**config.mk**
```make
export PLATFORM = sky130hd
export DESIGN_NAME = mem_arbiter_flat
export DESIGN_NICKNAME = d
export VERILOG_FILES = /design/src/rtl/mem_arb_pkg.sv /design/src/rtl/mem_arb_if.sv /design/src/rtl/mem_arb_grant.sv /design/src/rtl/mem_arbiter.sv /design/src/flat_wrapper.sv
export SDC_FILE = /design/constraint.sdc
export NUM_CORES = 1
export LEC_CHECK = 0
export CAP_MARGIN = 20
export CORE_MARGIN = 2
export CORE_UTILIZATION = 41
export CTS_CLUSTER_SIZE = 30
export DETAILED_ROUTE_END_ITERATION = 10
export MAX_ROUTING_LAYER = met4
export PLACE_DENSITY = 0.8
export RECOVER_POWER = 25
export SYNTH_ARGS = -nofsm -noshare
export SYNTH_HDL_FRONTEND = slang
export SYNTH_SLANG_ARGS = --single-unit
```
**constraint.sdc**
```tcl
create_clock -name clk -period 2.4 [get_ports clk]
set_input_delay 0.6 -clock clk [delete_from_list [all_inputs] [get_ports clk]]
set_output_delay 0.6 -clock clk [all_outputs]
set_load 0.01 [all_outputs]
```
**src/rtl/mem_arb_pkg.sv**
```systemverilog
// Shared types and constants for the fetch/data memory arbiter.
// Covers state and owner encodings plus the counter width.
package mem_arb_pkg;

    localparam int CNT_W = 4;

    typedef enum logic [1:0] {
        IDLE  = 2'd0,
        ISSUE = 2'd1,
        WAIT  = 2'd2,
        RESP  = 2'd3
    } state_e;

    typedef enum logic {
        OWN_IF = 1'b0,
        OWN_D  = 1'b1
    } owner_e;

endpackage

```
**src/rtl/mem_arb_if.sv**
```systemverilog
// Bus bundle between the two core ports, the arbiter and the unified memory.
// The slave modport is the arbiter's view; master is the core/memory environment.
interface mem_arb_if #(
    parameter int ADDR_W = 32,
    parameter int DATA_W = 32
);
    logic              if_req;
    logic [ADDR_W-1:0] if_addr;
    logic              if_ready;
    logic              if_rvalid;
    logic [DATA_W-1:0] if_rdata;

    logic              d_req;
    logic              d_we;
    logic [ADDR_W-1:0] d_addr;
    logic [DATA_W-1:0] d_wdata;
    logic              d_ready;
    logic              d_rvalid;
    logic [DATA_W-1:0] d_rdata;

    logic              mem_en;
    logic              mem_we;
    logic [ADDR_W-1:0] mem_addr;
    logic [DATA_W-1:0] mem_wdata;
    logic [DATA_W-1:0] mem_rdata;

    logic              busy;

    modport slave (
        input  if_req, if_addr, d_req, d_we, d_addr, d_wdata, mem_rdata,
        output if_ready, if_rvalid, if_rdata, d_ready, d_rvalid, d_rdata,
               mem_en, mem_we, mem_addr, mem_wdata, busy
    );

    modport master (
        output if_req, if_addr, d_req, d_we, d_addr, d_wdata, mem_rdata,
        input  if_ready, if_rvalid, if_rdata, d_ready, d_rvalid, d_rdata,
               mem_en, mem_we, mem_addr, mem_wdata, busy
    );
endinterface

```
**src/rtl/mem_arb_grant.sv**
```systemverilog
// Grant decision between fetch and data ports with a starvation guard.
// Data wins ties until fetch has lost STARVE_LIMIT grants in a row.
module mem_arb_grant
    import mem_arb_pkg::*;
#(
    parameter int STARVE_LIMIT = 4
) (
    input  logic clk,
    input  logic rst,
    input  logic if_req,
    input  logic d_req,
    input  logic idle,
    output logic grant_if,
    output logic grant_d
);

    logic [CNT_W-1:0] starve_q;
    logic [CNT_W-1:0] starve_d;
    logic             starved;

    always_comb begin
        starved  = (starve_q == CNT_W'(STARVE_LIMIT));
        grant_if = idle & if_req & (~d_req | starved);
        grant_d  = idle & d_req & ~(if_req & starved);

        starve_d = starve_q;
        // Any cycle without a waiting fetch breaks the losing streak.
        if (grant_if || !if_req) begin
            starve_d = '0;
        end else if (grant_d && !starved) begin
            starve_d = starve_q + 1'b1;
        end
    end

    always_ff @(posedge clk) begin
        if (rst) begin
            starve_q <= '0;
        end else begin
            starve_q <= starve_d;
        end
    end

endmodule

```
**src/rtl/mem_arbiter.sv**
```systemverilog
// Arbitrates a single-port fixed-latency memory between instruction fetch and
// load/store, one transaction at a time through IDLE/ISSUE/WAIT/RESP.
module mem_arbiter
    import mem_arb_pkg::*;
#(
    parameter int ADDR_W       = 32,
    parameter int DATA_W       = 32,
    parameter int MEM_LATENCY  = 2,
    parameter int STARVE_LIMIT = 4
) (
    input  logic     clk,
    input  logic     rst,
    mem_arb_if.slave bus
);

    state_e            state_q, state_d;
    owner_e            owner_q, owner_d;
    logic              we_q, we_d;
    logic [ADDR_W-1:0] addr_q, addr_d;
    logic [DATA_W-1:0] wdata_q, wdata_d;
    logic [CNT_W-1:0]  lat_q, lat_d;
    logic [DATA_W-1:0] if_rdata_q, if_rdata_d;
    logic [DATA_W-1:0] d_rdata_q, d_rdata_d;

    logic idle;
    logic grant_if;
    logic grant_d;

    assign idle = (state_q == IDLE) & ~rst;

    mem_arb_grant #(
        .STARVE_LIMIT(STARVE_LIMIT)
    ) u_grant (
        .clk      (clk),
        .rst      (rst),
        .if_req   (bus.if_req),
        .d_req    (bus.d_req),
        .idle     (idle),
        .grant_if (grant_if),
        .grant_d  (grant_d)
    );

    always_comb begin
        state_d    = state_q;
        owner_d    = owner_q;
        we_d       = we_q;
        addr_d     = addr_q;
        wdata_d    = wdata_q;
        lat_d      = lat_q;
        if_rdata_d = if_rdata_q;
        d_rdata_d  = d_rdata_q;

        case (state_q)
            IDLE: begin
                if (grant_d) begin
                    owner_d = OWN_D;
                    we_d    = bus.d_we;
                    addr_d  = bus.d_addr;
                    wdata_d = bus.d_wdata;
                    state_d = ISSUE;
                end else if (grant_if) begin
                    owner_d = OWN_IF;
                    we_d    = 1'b0;
                    addr_d  = bus.if_addr;
                    state_d = ISSUE;
                end
            end
            ISSUE: begin
                lat_d   = CNT_W'(MEM_LATENCY);
                state_d = WAIT;
            end
            WAIT: begin
                lat_d = lat_q - 1'b1;
                // mem_rdata is valid in the cycle the counter reaches 1.
                if (lat_q == CNT_W'(1)) begin
                    if (!we_q) begin
                        if (owner_q == OWN_D) begin
                            d_rdata_d = bus.mem_rdata;
                        end else begin
                            if_rdata_d = bus.mem_rdata;
                        end
                    end
                    state_d = RESP;
                end
            end
            RESP: begin
                state_d = IDLE;
            end
            default: begin
                state_d = IDLE;
            end
        endcase
    end

    always_ff @(posedge clk) begin
        if (rst) begin
            state_q    <= IDLE;
            owner_q    <= OWN_IF;
            we_q       <= 1'b0;
            addr_q     <= '0;
            wdata_q    <= '0;
            lat_q      <= '0;
            if_rdata_q <= '0;
            d_rdata_q  <= '0;
        end else begin
            state_q    <= state_d;
            owner_q    <= owner_d;
            we_q       <= we_d;
            addr_q     <= addr_d;
            wdata_q    <= wdata_d;
            lat_q      <= lat_d;
            if_rdata_q <= if_rdata_d;
            d_rdata_q  <= d_rdata_d;
        end
    end

    // addr_q/wdata_q only change on the edge into ISSUE, so they double as
    // the held memory address and write data.
    assign bus.if_ready  = grant_if;
    assign bus.d_ready   = grant_d;
    assign bus.mem_en    = (state_q == ISSUE);
    assign bus.mem_we    = (state_q == ISSUE) & we_q;
    assign bus.mem_addr  = addr_q;
    assign bus.mem_wdata = wdata_q;
    assign bus.if_rvalid = (state_q == RESP) & (owner_q == OWN_IF);
    assign bus.d_rvalid  = (state_q == RESP) & (owner_q == OWN_D);
    assign bus.if_rdata  = if_rdata_q;
    assign bus.d_rdata   = d_rdata_q;
    assign bus.busy      = (state_q != IDLE);

endmodule

```
**src/flat_wrapper.sv**
```systemverilog
// flat-port wrapper written by rule: the top's interface ports become plain ports
module mem_arbiter_flat import mem_arb_pkg::*;
#(
    parameter int ADDR_W       = 32,
    parameter int DATA_W       = 32,
    parameter int MEM_LATENCY  = 2,
    parameter int STARVE_LIMIT = 4
)
  (clk, rst, bus_if_req, bus_if_addr, bus_d_req, bus_d_we, bus_d_addr, bus_d_wdata, bus_mem_rdata, bus_if_ready, bus_if_rvalid, bus_if_rdata, bus_d_ready, bus_d_rvalid, bus_d_rdata, bus_mem_en, bus_mem_we, bus_mem_addr, bus_mem_wdata, bus_busy);
  mem_arb_if #(.ADDR_W(ADDR_W), .DATA_W(DATA_W)) bus_i ();
  input  logic clk;
  input  logic rst;
  input wire logic [$bits(bus_i.if_req)-1:0] bus_if_req;
  input wire logic [$bits(bus_i.if_addr)-1:0] bus_if_addr;
  input wire logic [$bits(bus_i.d_req)-1:0] bus_d_req;
  input wire logic [$bits(bus_i.d_we)-1:0] bus_d_we;
  input wire logic [$bits(bus_i.d_addr)-1:0] bus_d_addr;
  input wire logic [$bits(bus_i.d_wdata)-1:0] bus_d_wdata;
  input wire logic [$bits(bus_i.mem_rdata)-1:0] bus_mem_rdata;
  output wire logic [$bits(bus_i.if_ready)-1:0] bus_if_ready;
  output wire logic [$bits(bus_i.if_rvalid)-1:0] bus_if_rvalid;
  output wire logic [$bits(bus_i.if_rdata)-1:0] bus_if_rdata;
  output wire logic [$bits(bus_i.d_ready)-1:0] bus_d_ready;
  output wire logic [$bits(bus_i.d_rvalid)-1:0] bus_d_rvalid;
  output wire logic [$bits(bus_i.d_rdata)-1:0] bus_d_rdata;
  output wire logic [$bits(bus_i.mem_en)-1:0] bus_mem_en;
  output wire logic [$bits(bus_i.mem_we)-1:0] bus_mem_we;
  output wire logic [$bits(bus_i.mem_addr)-1:0] bus_mem_addr;
  output wire logic [$bits(bus_i.mem_wdata)-1:0] bus_mem_wdata;
  output wire logic [$bits(bus_i.busy)-1:0] bus_busy;
  assign bus_i.if_req = bus_if_req;
  assign bus_i.if_addr = bus_if_addr;
  assign bus_i.d_req = bus_d_req;
  assign bus_i.d_we = bus_d_we;
  assign bus_i.d_addr = bus_d_addr;
  assign bus_i.d_wdata = bus_d_wdata;
  assign bus_i.mem_rdata = bus_mem_rdata;
  assign bus_if_ready = bus_i.if_ready;
  assign bus_if_rvalid = bus_i.if_rvalid;
  assign bus_if_rdata = bus_i.if_rdata;
  assign bus_d_ready = bus_i.d_ready;
  assign bus_d_rvalid = bus_i.d_rvalid;
  assign bus_d_rdata = bus_i.d_rdata;
  assign bus_mem_en = bus_i.mem_en;
  assign bus_mem_we = bus_i.mem_we;
  assign bus_mem_addr = bus_i.mem_addr;
  assign bus_mem_wdata = bus_i.mem_wdata;
  assign bus_busy = bus_i.busy;
  mem_arbiter #(.ADDR_W(ADDR_W), .DATA_W(DATA_W), .MEM_LATENCY(MEM_LATENCY), .STARVE_LIMIT(STARVE_LIMIT)) u_core (.clk(clk), .rst(rst), .bus(bus_i));
endmodule
```
==> reports/metrics.cfg, run 1 <==
[critical_path]
worstPathArrival_ns=1.71
crit_path_max_fanout=2
rrSetupSlack_ns=0.26
cpPeakStageDelay_ns=0.45
path_cells=clkdlybuf4s50_1, and3b_1, nand2_1, inv_1, clkdlybuf4s15_1
worst_path_max_delay_cell=clkdlybuf4s50_1
r2r_cells=4
reg2reg_from=u_core.lat_q[0]
worstSetupEndpointType=output port
worstReg2RegEnd=u_core.bus.if_rdata[8]
startpoint_type=input port
timing_worst_setup_path_type=input port to output port
crit_required_ns=1.80

[logic_synthesis]
synth_top_family_by_area=simple AND/OR/NAND/NOR gates
yosys_most_used_dff=dfxtp_1
synth_nets=759
synth-adder-area-share_pct=1.99
synth-edff-count=0
yosysSeqAreaShare_pct=49.5
synthXorXnorAreaFrac_pct=0
syn_area_mm2=0.00566
ys_ff_latch=140
yosys.area_share.simple_pct=15.1
synth_mux_area_share_pct=11.5
ys_types=38
synth_compound_area_share_pct=14.8
syn_avg_cell_area_um2=9.18
synthArstFlopShare_pct=0
syn_inst=617
yosys_warnings=0

[clock_network]
cts_root_buf=clkbuf_16
cts.clk_slew.worst_paths_ns=0.06
tritoncts=built
cts_buffer_depth=2
cts_buffers=17
clkSinkCount=140
clk_latency_ns=0.41
hold_buffers=0
htree_num_levels=4

[pwr]
power.density_mw_per_mm2=840
peakVddDrop_v=0.000535
power.total_mw=7.62
p_leak_nw=3.56

[placement]
dp_cells=1030
place_hpwl_um=12300
globalplace.congestion=0.817
portBuffers=267

[timing]
final.setup.tns_ns=0
worst_slew_pin_slew_ns=0.738
period_needed_ns=2.31
worst_clock_skew_ns=0.00961
drv_slew=0
fin_crit_sh_pct=96.3
max_freq_mhz=433
setup_viol=0
hold_violations=0
rsz0062_at_grt=no
maxSlewHeadroom_pct=50.8

[detailed_routing]
via_per_inst=5.07
top_layer_used=met4
routed_wl_um=17000
drt-initial-drc-count=276
post_drt_wl_per_cell_um=16.0
wl_met2_um=8430
vias=5388
dr_wl_met3_um=1380
wl_met1_um=6940
route.detailed.drc=0
ant_nets=0
drt_pass1_iterations=5

[job]
max_cap_viol_count=0

[finish]
nets=1016
layout_commonest_cell=clkdlybuf4s50_1
final_cells=1063
syn2layout_area_growth_pct=60.0
layout_common_cells=264 x clkdlybuf4s50_1, 138 x dfxtp_1, 133 x nand2_1, 65 x mux2i_1, 44 x inv_1
num-fill-cells=1019
diodes=0
final_layout_size_suffix_gt1_share_pct=10.7

[min_path]
hp-class=register to register
hp-start=u_core.bus.d_rdata[3]
whs_path_depth=2
holdPathEnd=u_core.bus.d_rdata[3]

[grt]
grt-ovfl-total=0
antenna_found_initial=0
track_usage_pct=23.4
grt_pass1_vias=5438
grt_pass1_wl_um=26300
grt_max_degree=88

[die]
die_y_um=122
rows=42
coreArea_mm2=0.0133
initial_core_util_pct=42.4
die_w_um=122
ios=268
die_area_mm2=0.0148

[run_status]
status=finished clean

[where the power goes]
part	leakage [nW]	internal [mW]	total, mW	switching, mW
Clock	0.271	1.53	2.54	1.01
Combinational	2.14	1.19	2.23	1.04
Sequential	1.14	2.65	2.85	0.197
Total	3.56	5.37	7.62	2.25
[flip-flops by register name (all words and copies together), names as in the netlist]
signal,count
u_core.we_q,1
u_core.bus.mem_wdata,32
u_core.state_q,2
u_core.bus.mem_addr,32
u_core.lat_q,4
u_core.owner_q,1
u_core.bus.if_rdata,32
u_core.bus.d_rdata,32
u_core.u_grant.starve_q,4
[what timing repair did]
action	CTS	global route
setup buffers	0	1
endpoints found under the hold margin	0	0
endpoints found under the setup margin	3	3
gates resized for setup	4	7
[worst max-delay path: cells and delay by family]
family,cells,cell delay (ns)
buf+inv,3,0.78
simple gates,2,0.32
[cells by family (layout without fill, tap and decap cells)]
family / Yosys count / count (layout)
and+or+nand+nor: 191 / 191
adders and majority gates: 9 / 9
buffers and inverters: 92 / 362
AOI/OAI and AO/OA: 120 / 120
muxes: 65 / 65
DFF: 140 / 140
[stage by stage]
stage / util [%] / hold slack (ns) / worst slack, ns / area (um^2)
global placement: 63.7 / 0.442 / -0.265 / 8500
CTS: 68.0 / 0.457 / -0.0884 / 9070
global route: 67.9 / 0.475 / 0.00246 / 9060
floorplan: - / 0.471 / 0.162 / 5660
detailed placement: 63.7 / 0.447 / -0.254 / 8500
finish: 67.9 / 0.454 / 0.0898 / 9060
[worst max path at each step]
| stage | end | from |
|---|---|---|
| final | bus_d_ready | rst |
| after global routing | bus_d_ready | u_core.state_q[0] |
| after CTS | bus_if_ready | u_core.u_grant.starve_q[1] |
| after detailed placement | bus_d_ready | rst |
| after global placement | bus_d_ready | rst |
| after floorplan | bus_d_ready | u_core.state_q[0] |
[layer usage]
layer  vias up  track usage [%]
li1       2634                -
met1      2508             25.9
met2       225             40.3
met3        21             7.77
met4         0             6.61
met5         -                -
[final cells by class]
cell class                 instances  area [um^2]  area share (%)
clock inverter                    15          149            1.64
sequential                       140         2810            31.0
timing repair buffer             285         2820            31.1
tap                              176          220            2.43
clock buffer                      17          425            4.69
inverter                          45          170            1.88
multi-input combinational        385         2470            27.3
[cell usage after synthesis, drive strengths merged, types with 2 or more instances]
cell / number / share of area, %
ha: 9 / 2.0
buf: 9 / 1.7
nand3: 36 / 3.2
a21oi: 40 / 3.5
inv: 45 / 3.0
mux2i: 65 / 11
o221a: 32 / 6.4
nand4b: 5 / 0.77
a211oi: 2 / 0.26
clkbuf: 38 / 2.5
nor2b: 2 / 0.22
o21ai: 38 / 3.4
and3b: 2 / 0.31
dfxtp: 140 / 49
o2111ai: 2 / 0.31
and2: 2 / 0.22
nand3b: 2 / 0.26
nand2: 133 / 8.8
Power figures use the tool's default switching activity.
==> inputs of run 2 (changes only) <==
--- a/config.mk
+++ b/config.mk
@@ -6,13 +6,16 @@
 export NUM_CORES = 1
 export LEC_CHECK = 0
 export CAP_MARGIN = 20
+export CELL_PAD_IN_SITES_DETAIL_PLACEMENT = 1
+export CELL_PAD_IN_SITES_GLOBAL_PLACEMENT = 1
 export CORE_MARGIN = 2
-export CORE_UTILIZATION = 41
+export CORE_UTILIZATION = 29
 export CTS_CLUSTER_SIZE = 30
 export DETAILED_ROUTE_END_ITERATION = 10
 export MAX_ROUTING_LAYER = met4
-export PLACE_DENSITY = 0.8
+export PLACE_DENSITY_LB_ADDON = 0.1
 export RECOVER_POWER = 25
+export SETUP_SLACK_MARGIN = 0.3
 export SYNTH_ARGS = -nofsm -noshare
 export SYNTH_HDL_FRONTEND = slang
 export SYNTH_SLANG_ARGS = --single-unit
==> constraint.sdc (replaced) <==
create_clock -name clk -period 2.4 [get_ports clk]
set_input_delay 0.6 -clock clk [delete_from_list [all_inputs] [get_ports clk]]
set_output_delay 0.6 -clock clk [all_outputs]
set_load 0.02 [all_outputs]
==> reports/metrics.cfg, run 2 (synthesis results as in run 1) <==
[pwr]
peakVddDrop_v=0.000526  ; -1.8%
switching_share_pct=31.8  ; +2.3 points
power.density_mw_per_mm2=873  ; +3.9%
combPwrFrac_pct=31.4  ; +2.1 points
switching_power_mw=2.58  ; +15%
seqPwrFrac_pct=35.0  ; -2.4 points
p_leak_nw=3.64  ; +2.3%
p_int_mw=5.55  ; +3.4%
clkPwrFrac_pct=33.6  ; +0.3 points

[timing]
worst_clock_skew_ns=0.00858  ; -0.00103 ns
whs_ns=0.458  ; +0.00407 ns
rsz0062_at_grt=yes
worst_slew_pin_slew_ns=0.775  ; +0.0367 ns
max_freq_mhz=449  ; +3.6%
period_needed_ns=2.23  ; -0.0807 ns
final.setup.tns_ns=0  ; unchanged
fin_crit_sh_pct=92.9  ; -3.4 points
drv_slew=0  ; unchanged
hold_violations=0  ; unchanged
maxSlewHeadroom_pct=48.3  ; -2.4 points
setup_viol=0  ; unchanged

[detailed_routing]
route.detailed.drc=0  ; unchanged
ant_nets=0  ; unchanged
vias=5485  ; +1.8%
post_drt_wl_per_cell_um=16.8  ; +5.2%
via_per_inst=4.72  ; -7.0%
routed_wl_um=19600  ; +15%
drt_pass1_iterations=4  ; -1
drt-initial-drc-count=251  ; -9.1%

[clock_network]
cts_buffer_depth=2  ; unchanged
hold_buffers=0  ; unchanged
cts_root_buf=clkbuf_16
clk_latency_ns=0.42  ; about the same
cts.clk_slew.worst_paths_ns=0.06  ; about the same
clkSinkCount=140  ; unchanged
htree_num_levels=4  ; unchanged
cts_buffers=17  ; unchanged
tritoncts=built

[finish]
layout_commonest_cell=clkdlybuf4s50_1
final_core_util_pct=48.2  ; -20 points
syn2layout_area_growth_pct=64.6
final_layout_size_suffix_gt1_share_pct=12.6  ; +1.9 points
num-fill-cells=2190  ; +110%
seqCellArea_mm2=0.00281  ; about the same
final_cells=1163  ; +9.4%
multi_input_area_mm2=0.00252  ; +1.8%
layout_common_cells=257 x clkdlybuf4s50_1, 138 x dfxtp_1, 132 x nand2_1, 65 x mux2i_1, 41 x inv_1
nets=1026  ; +0.98%

[grt]
grt_pass1_vias=5878  ; +8.1%
track_usage_pct=19.3  ; -4.1 points
grt_max_degree=77  ; -13%
grt-ovfl-total=0  ; unchanged
grt_pass1_wl_um=30300  ; +15%
antenna_found_initial=1  ; +1

[critical_path]
cp_top_family=flip-flops
crit_buf_inv=3  ; unchanged
worstPathArrival_ns=1.63  ; -0.08 ns
worst_path_max_delay_cell=dfxtp_1
startpoint_type=register
crit_top_cell=inv_1
cpPeakStageDelay_ns=0.34  ; -0.11 ns
crit_path_max_fanout=4  ; +2
timing_worst_setup_path_type=register to output port
worstSetupEndpointType=output port
path_cells=inv_1, ha_4, and3b_2, o2111ai_2, inv_1, buf_6
crit_required_ns=1.80  ; about the same

[die]
die_y_um=144  ; +18%
rows=51  ; +21%
die_w_um=144  ; +18%
coreArea_mm2=0.0193  ; +45%
die_area_mm2=0.0207  ; +40%
ios=268  ; unchanged
initial_core_util_pct=29.3  ; -13 points

[min_path]
hp-class=register to register

[job]
max_cap_viol_count=0  ; unchanged

[placement]
dp_cells=1121  ; +8.8%
place_hpwl_um=13500  ; +9.6%
globalplace.congestion=0.782  ; -4.2%
portBuffers=267  ; unchanged

[run_status]
status=finished clean

[run 2: worst paths after layout]
path	start	to	slack [ns]	cells past startpoint
hold reg to reg	u_core.bus.d_rdata[9]	u_core.bus.d_rdata[9]	0.46	2
setup reg to reg	u_core.u_grant.starve_q[0]	u_core.bus.mem_addr[20]	0.24	9
hold / removal	u_core.bus.d_rdata[9]	u_core.bus.d_rdata[9]	0.46	2
setup / recovery	u_core.u_grant.starve_q[0]	bus_if_ready	0.17	6
[run 2: layer usage]
| layer | GRT usage, % | routed length (um) | up-vias |
|---|---|---|---|
| li1 | - | - | 2649 |
| met1 | 21.9 | 8130 | 2632 |
| met2 | 32.7 | 9720 | 178 |
| met3 | 5.73 | 1350 | 26 |
| met4 | 6.45 | 355 | 0 |
| met5 | - | 0 | - |
[run 2: final cells by class]
cell class                 instances  share of cell area, %
sequential                       140                   30.1
clock inverter                    13                   1.79
antenna                            1                 0.0268
multi-input combinational        386                   27.0
inverter                          45                   1.87
tap                              265                   3.56
timing repair buffer             294                   30.9
clock buffer                      19                   4.75
[run 2: repair_timing]
| item | 4_1_cts | 5_1_grt |
|---|---|---|
| resized for setup | 41 | 12 |
| pin swaps | 3 | 4 |
| setup endpoints to repair | 38 | 15 |
| setup buffers | 3 | 5 |
| gates cloned | 1 | 0 |
[run 2: tightest hold or removal path: cells and delay by family (launching register included)]
family           cells  cell delay [ns]
AND/OR/NAND/NOR      1             0.05
flip-flops           1             0.31
multiplexers         1             0.05
[run 2: power by group through the flow]
stage	sequential [mW]	combinational, mW	clock (mW)
after floorplan	3.20	0.972	0
after global placement	2.86	2.48	0
after detailed placement	2.88	2.54	0
after CTS	2.84	2.60	2.80
after global routing	2.89	2.77	2.92
final	2.85	2.55	2.73
[run 2: per-stage QoR]
| stage | setup WS [ns] | total power [mW] | instance area (um^2) |
|---|---|---|---|
| 6_report | 0.170 | 8.14 | 9320 |
| 5_1_grt | 0.0934 | 8.59 | 9320 |
| 4_1_cts | 0.128 | 8.24 | 9270 |
| 2_1_floorplan | 0.279 | 4.18 | 5680 |
| 3_3_place_gp | -0.319 | 5.34 | 8610 |
| 3_5_place_dp | -0.311 | 5.42 | 8610 |
==> inputs of run 3 (changes only) <==
--- a/config.mk
+++ b/config.mk
@@ -16,6 +16,7 @@
 export PLACE_DENSITY_LB_ADDON = 0.1
 export RECOVER_POWER = 25
 export SETUP_SLACK_MARGIN = 0.3
+export SLEW_MARGIN = 20
 export SYNTH_ARGS = -nofsm -noshare
 export SYNTH_HDL_FRONTEND = slang
 export SYNTH_SLANG_ARGS = --single-unit
==> results of run 3 <==
Same layout as run 2: the final DEF is identical, and so are final timing and power.
==> patch 1, RTL diff (config.mk and constraints of run 3) <==
Make the reset (`rst`) asynchronous in 2 clocked blocks.
--- a/src/rtl/mem_arb_grant.sv
+++ b/src/rtl/mem_arb_grant.sv
@@ -32,7 +32,7 @@
         end
     end
 
-    always_ff @(posedge clk) begin
+    always_ff @(posedge clk or posedge rst) begin
         if (rst) begin
             starve_q <= '0;
         end else begin
--- a/src/rtl/mem_arbiter.sv
+++ b/src/rtl/mem_arbiter.sv
@@ -92,7 +92,7 @@
         endcase
     end
 
-    always_ff @(posedge clk) begin
+    always_ff @(posedge clk or posedge rst) begin
         if (rst) begin
             state_q    <= IDLE;
             owner_q    <= OWN_IF;
Function: differs if rst is asserted again (counterexample within 4 cycles, from zero or initial values and one cycle with rst high); with rst held inactive, the same outputs for 4 cycles.
==> patch 1 against run 3 <==
Routed wire length is 0.98% higher; area after synthesis grew 3.6%; maximum frequency up 1.4%; die area is 3.5% higher; sequential cell count is the same; worst setup slack improved by 0.031 ns; final area grew 4.3%; hold slack gained 0.018 ns; critical endpoint unchanged.
Power is not compared: it rests on default switching activity, and its combinational part moved more than twofold at a synthesized area within 25%.
==> patch 1: results (changes against run 3) <==
stage	metric	value	unit	change
drt	WL final	19800	um	was 19,600 um
worst_hold_path	Hold Path Stages	2		unchanged
setup_path	Worst R2R Path Depth	12		was 9
sta	Clock Skews	0.0166	ns	was 0.00858 ns
worst_hold_path	hold_sp	u_core.bus.mem_wdata[18]$_DFFE_PP0P_		was u_core.bus.d_rdata[9]$_SDFFE_PP0P_
worst_hold_path	Hold Crit Class	reg -> reg		unchanged
place	HPWL Detailed	13600	um	was 13,500 um
cells_and_area	fin nets	959		was 1,026
synthesis	Yosys cell types	35		was 38
cts	CTS H-tree lvls	4		unchanged
synthesis	synth top area cells	dfrtp_1 60%, nand2_1 8.6%, mux2_4 7.7%		was dfxtp_1 49%, mux2i_1 11%, nand2_1 8.8%
place	pre-CTS setup slack	-0.284	ns	was -0.311 ns
setup_path	Reg-to-Reg Start	u_core.u_grant.starve_q[0]$_DFFE_PP0P_		was u_core.u_grant.starve_q[0]$_SDFFE_PP0P_
global_route	global-route wire length before repair	31000	um	was 30,300 um
place	port buffer count	267		unchanged
setup_path	R2R setup slack	0.22	ns	was 0.24 ns
cells_and_area	fillcell total	2183		was 2,190
setup_path	CP Max Fanout	2		was 4
synthesis	Ys Warns	0		unchanged
synthesis	multiplexer share of the synthesized area	0.144		was 0.115
place	GP Congestion	0.783		was 0.782
drt	vias post-DR	5049		was 5,485
place	placed cell area	8960	um^2	was 8610 um^2
sta	WHS	0.477	ns	was 0.458 ns
synthesis	sequential area share after synthesis	0.597		was 0.495
power_and_ir_drop	Worst IR Drop VDD	412	uV	
setup_path	crit path DAT	1.60	ns	was 1.63 ns
synthesis	FFs w/ async S/R, synth	1.00		was 0
run_status	outcome	completed		unchanged
drt	initial DRC count	174		was 251
synthesis	most frequent cells after synthesis	140 x dfrtp_1, 135 x nand2_1, 60 x a21oi_1		was 140 x dfxtp_1, 133 x nand2_1, 65 x mux2i_1
synthesis	adder-cell share of the synthesized area	0.0192		was 0.0199
cells_and_area	share of layout cells above drive strength 1	0.190		was 0.126
setup_path	reg2reg end	u_core.u_grant.starve_q[3]$_DFFE_PP0P_		was u_core.bus.mem_addr[20]$_SDFFE_PP0P_
global_route	vias in the first global route	5585		was 5,878
global_route	largest net degree at the start of global routing	86		was 77
synthesis	complex-gate fraction of the synthesized area	0.0738		was 0.148
setup_path	delay of the slowest critical-path stage	0.40	ns	was 0.34 ns
global_route	number of antenna violations at the first check in global routing	1		unchanged
synthesis	post-synth net total	667		was 759
sta	worst slew pin tran	1.49	ns	was 0.775 ns
power_and_ir_drop	P_leak	4.40	nW	
setup_path	critical path's top delay family	simple AND/OR/NAND/NOR gates		was flip-flops
worst_hold_path	Hold Crit Endpoint	u_core.bus.mem_wdata[18]$_DFFE_PP0P_		was u_core.bus.d_rdata[9]$_SDFFE_PP0P_
global_route	GRT Util Overall	0.192		was 0.193
setup_path	Crit-path slowest cell	dfrtp_1		was dfxtp_1
cts	Clock Pin Slew Worst Setup and Hold Paths	0.06	ns	about the same
-- patch 1: report_power, final --
part	switching [mW]	leakage (nW)	total (mW)	internal, mW
registers	0.612	1.66	4.05	3.44
logic	2.98	2.45	5.98	3.00
clock network	1.19	0.290	2.68	1.49
total	4.78	4.40	12.7	7.93
-- patch 1: worst max path at each step --
stage	slack, ns	depth (start not counted)	endpoint
after floorplan	0.05	1	u_core.bus.d_rdata[0]$_DFFE_PP0P_
after global placement	-0.27	5	bus_d_ready
after detailed placement	-0.28	5	bus_d_ready
after CTS	0.23	6	bus_if_ready
after global routing	0.08	12	u_core.u_grant.starve_q[3]$_DFFE_PP0P_
final	0.20	6	bus_if_ready
-- patch 1: cell type report --
type                    count  area (um^2)  area share
well taps                 270          338      0.0348
flip-flops and latches    140         3500       0.360
inverters                  12         46.3     0.00476
diodes                      1         2.50    0.000257
repair buffers            302         2990       0.308
multi-input cells         344         2240       0.231
clock inverters            15          169      0.0174
clock buffers              17          425      0.0438
-- patch 1: stage by stage --
| step | instances | power, mW | util |
|---|---|---|---|
| after floorplan | 525 | 6.91 | - |
| after global placement | 1052 | 9.79 | 0.447 |
| after detailed placement | 1052 | 10.0 | 0.447 |
| after CTS | 1094 | 12.8 | 0.483 |
| after global routing | 1101 | 13.4 | 0.485 |
| final | 1101 | 12.7 | 0.485 |
-- patch 1: what timing repair did --
item	in CTS	in global routing
hold endpoints to repair	0	0
resized for setup	43	13
setup buffers	9	6
cloned	1	0
setup endpoints to repair	71	54
pin swaps	2	5
-- patch 1: metal layers --
| layer | track usage | vias up | part of all wire |
|---|---|---|---|
| met5 | - | - | 0 |
| met4 | 0.0714 | 0 | 0.028 |
| met3 | 0.0541 | 30 | 0.059 |
| met2 | 0.317 | 177 | 0.50 |
| met1 | 0.225 | 2511 | 0.41 |
| li1 | - | 2331 | - |
==> patch 2, RTL diff (settings of run 3) <==
Made on the original files. `ADDR_W` is set to 32 in 3 places; all go to 64.
--- a/src/rtl/mem_arb_if.sv
+++ b/src/rtl/mem_arb_if.sv
@@ -1,7 +1,7 @@
 // Bus bundle between the two core ports, the arbiter and the unified memory.
 // The slave modport is the arbiter's view; master is the core/memory environment.
 interface mem_arb_if #(
-    parameter int ADDR_W = 32,
+    parameter int ADDR_W = 64,
     parameter int DATA_W = 32
 );
     logic              if_req;
--- a/src/rtl/mem_arbiter.sv
+++ b/src/rtl/mem_arbiter.sv
@@ -3,7 +3,7 @@
 module mem_arbiter
     import mem_arb_pkg::*;
 #(
-    parameter int ADDR_W       = 32,
+    parameter int ADDR_W       = 64,
     parameter int DATA_W       = 32,
     parameter int MEM_LATENCY  = 2,
     parameter int STARVE_LIMIT = 4
--- a/src/flat_wrapper.sv
+++ b/src/flat_wrapper.sv
@@ -1,7 +1,7 @@
 // flat-port wrapper written by rule: the top's interface ports become plain ports
 module mem_arbiter_flat import mem_arb_pkg::*;
 #(
-    parameter int ADDR_W       = 32,
+    parameter int ADDR_W       = 64,
     parameter int DATA_W       = 32,
     parameter int MEM_LATENCY  = 2,
     parameter int STARVE_LIMIT = 4
Interface: changed (resized bus_d_addr, bus_if_addr and bus_mem_addr); port bits go from 268 to 364. The function was not compared with the original's and may differ.
==> patch 2 against run 3 <==
Count of clock-buffer cells in the layout fell by 1; worst setup slack worse by 0.035 ns; total power increased by 33%; area after synthesis increased by 26%; routed wire length is 35% higher; sequential cell count grew 32; final area is 26% higher; maximum frequency is 1.5% lower; critical endpoint is now bus_d_ready.
==> patch 2: results (changes against run 3) <==
stage	metric	value	unit	change
run_status	outcome	completed		unchanged
cells_and_area	share of layout cells above drive strength 1	0.130		was 0.126
synthesis	post-synth net total	967		was 759
drt	initial DRC count	270		was 251
drt	vias post-DR	6761		was 5,485
place	placed cell area	11200	um^2	was 8610 um^2
sta	WHS	0.456	ns	was 0.458 ns
synthesis	Yosys cell types	39		was 38
place	GP Congestion	0.790		was 0.782
place	post-placement cell count	1413		was 1,121
global_route	GRT Util Overall	0.207		was 0.193
global_route	vias in the first global route	7169		was 5,878
setup_path	crit path DAT	1.66	ns	was 1.63 ns
synthesis	sequential area share after synthesis	0.482		was 0.495
power_and_ir_drop	P_leak	4.65	nW	was 3.64 nW
global_route	largest net degree at the start of global routing	66		was 77
cts	CTS H-tree lvls	4		unchanged
cells_and_area	diodes inserted	0		was 1
sta	Max-Slew Margin vs Limit	0.441		was 0.483
cells_and_area	fin nets	1318		was 1,026
setup_path	Reg-to-Reg Start	u_core.lat_q[0]$_SDFFE_PP0P_		was u_core.u_grant.starve_q[0]$_SDFFE_PP0P_
cts	Clock Pin Slew Worst Setup and Hold Paths	0.07	ns	
worst_hold_path	Hold Path Stages	2		unchanged
setup_path	Worst R2R Path Depth	4		was 9
synthesis	cell count after synthesis	761		was 617
global_route	number of antenna violations at the first check in global routing	0		was 1
cts	TritonCTS Buffers	17		unchanged
drt	Via density	4.67		was 4.72
worst_hold_path	hold_sp	u_core.bus.mem_wdata[24]$_SDFFE_PP0P_		was u_core.bus.d_rdata[9]$_SDFFE_PP0P_
sta	Clock Skews	0.0169	ns	was 0.00858 ns
setup_path	Crit-path slowest cell	dfxtp_1		unchanged
place	port buffer count	363		was 267
synthesis	Ys Warns	0		unchanged
global_route	global-route wire length before repair	40400	um	was 30,300 um
setup_path	delay of the slowest critical-path stage	0.35	ns	
setup_path	CP Max Fanout	3		was 4
place	HPWL Detailed	19100	um	was 13,500 um
worst_hold_path	Hold Crit Endpoint	u_core.bus.mem_wdata[24]$_SDFFE_PP0P_		was u_core.bus.d_rdata[9]$_SDFFE_PP0P_
synthesis	synth top area cells	dfxtp_1 48%, mux2i_1 14%, o221a_2 10%		was dfxtp_1 49%, mux2i_1 11%, nand2_1 8.8%
setup_path	reg2reg end	u_core.bus.if_rdata[29]$_SDFFE_PP0P_		was u_core.bus.mem_addr[20]$_SDFFE_PP0P_
power_and_ir_drop	Worst IR Drop VDD	486	uV	was 526 uV
synthesis	most frequent cells after synthesis	172 x dfxtp_1, 166 x nand2_1, 99 x mux2i_1		was 140 x dfxtp_1, 133 x nand2_1, 65 x mux2i_1
cells_and_area	Largest register FFs	64		
drt	WL final	26400	um	was 19,600 um
setup_path	R2R setup slack	0.18	ns	was 0.24 ns
==> patch 2: cell types whose count changed in the layout (fill, tap and decap cells not counted), moves of 3 or more <==
cell             before  now
a21oi_1              40   71
clkbuf_1              4    8
clkdlybuf4s50_1     257  347
clkinv_8              0    3
dfxtp_1             138  169
inv_1                41   71
inv_8                 0    3
mux2i_1              65   99
nand2_1             132  166
nand3_1              36    4
o21ai_0              37    2
o221a_2              32   64
==> patch 2: power by group <==
part | total, mW | internal [mW] | switching [mW]
Clock | 2.86 | 1.50 | 1.36
Sequential | 3.72 | 3.39 | 0.330
Combinational | 4.26 | 2.03 | 2.23
Total | 10.8 | 6.92 | 3.93
==> patch 2: what timing repair did <==
action                     CTS  global route
hold buffers                 0             0
setup buffers                2             0
pin swaps                    3             3
gates resized for setup     34            16
gates cloned                 1             1
setup endpoints to repair  104            15
==> patch 2: cell type report <==
| type | count | area [um^2] |
|---|---|---|
| Sequential cell | 172 | 3450 |
| Tap cell | 324 | 405 |
| Clock buffer | 18 | 429 |
| Clock inverter | 14 | 171 |
| Inverter | 76 | 288 |
| Timing Repair Buffer | 390 | 3850 |
| Fill cell | 2750 | 12500 |
| Multi-Input combinational cell | 455 | 3200 |
==> patch 2: worst max-delay path by stage <==
stage	startpoint	to	cells past startpoint
final	u_core.u_grant.starve_q[1]$_SDFFE_PP0P_	bus_d_ready	6
after CTS	u_core.u_grant.starve_q[1]$_SDFFE_PP0P_	bus_d_ready	6
after global placement	bus_d_req	bus_d_ready	5
after detailed placement	bus_if_req	bus_if_ready	5
after global routing	u_core.u_grant.starve_q[1]$_SDFFE_PP0P_	bus_if_ready	6
after floorplan	u_core.u_grant.starve_q[0]$_SDFFE_PP0P_	bus_d_ready	8
==> patch 2: kinds of logic after synthesis <==
group / Yosys count / synth area share
flops: 172 / 0.482
buf+inv: 136 / 0.0814
mux: 99 / 0.139
simple gates: 195 / 0.116
compound gates: 150 / 0.166
fa+ha+maj: 9 / 0.0158
==> patch 2: through the flow <==
stage | setup slack (ns) | power (mW)
after CTS | 0.0927 | 11.0
after detailed placement | -0.323 | 8.11
after floorplan | 0.294 | 6.07
after global routing | 0.0615 | 11.5
after global placement | -0.306 | 8.07
final | 0.136 | 10.8
==> patch 2: per-layer routing <==
layer	part of all wire	vias up	routed length, um	track usage
li1	-	3321	-	-
met1	0.40	3185	10500	0.226
met5	0	-	0	-
met4	0.015	0	401	0.0584
met2	0.51	234	13400	0.357
met3	0.078	21	2070	0.0714
==> patch 2: worst register-to-register path, delay by kind of cell (launching register included) <==
| kind | cells | cell delay, ns |
|---|---|---|
| flip-flops | 1 | 0.41 |
| multiplexers | 1 | 0.18 |
| AND/OR/NAND/NOR | 2 | 1.32 |
| adder cells (fa/ha/maj) | 1 | 0.19 |
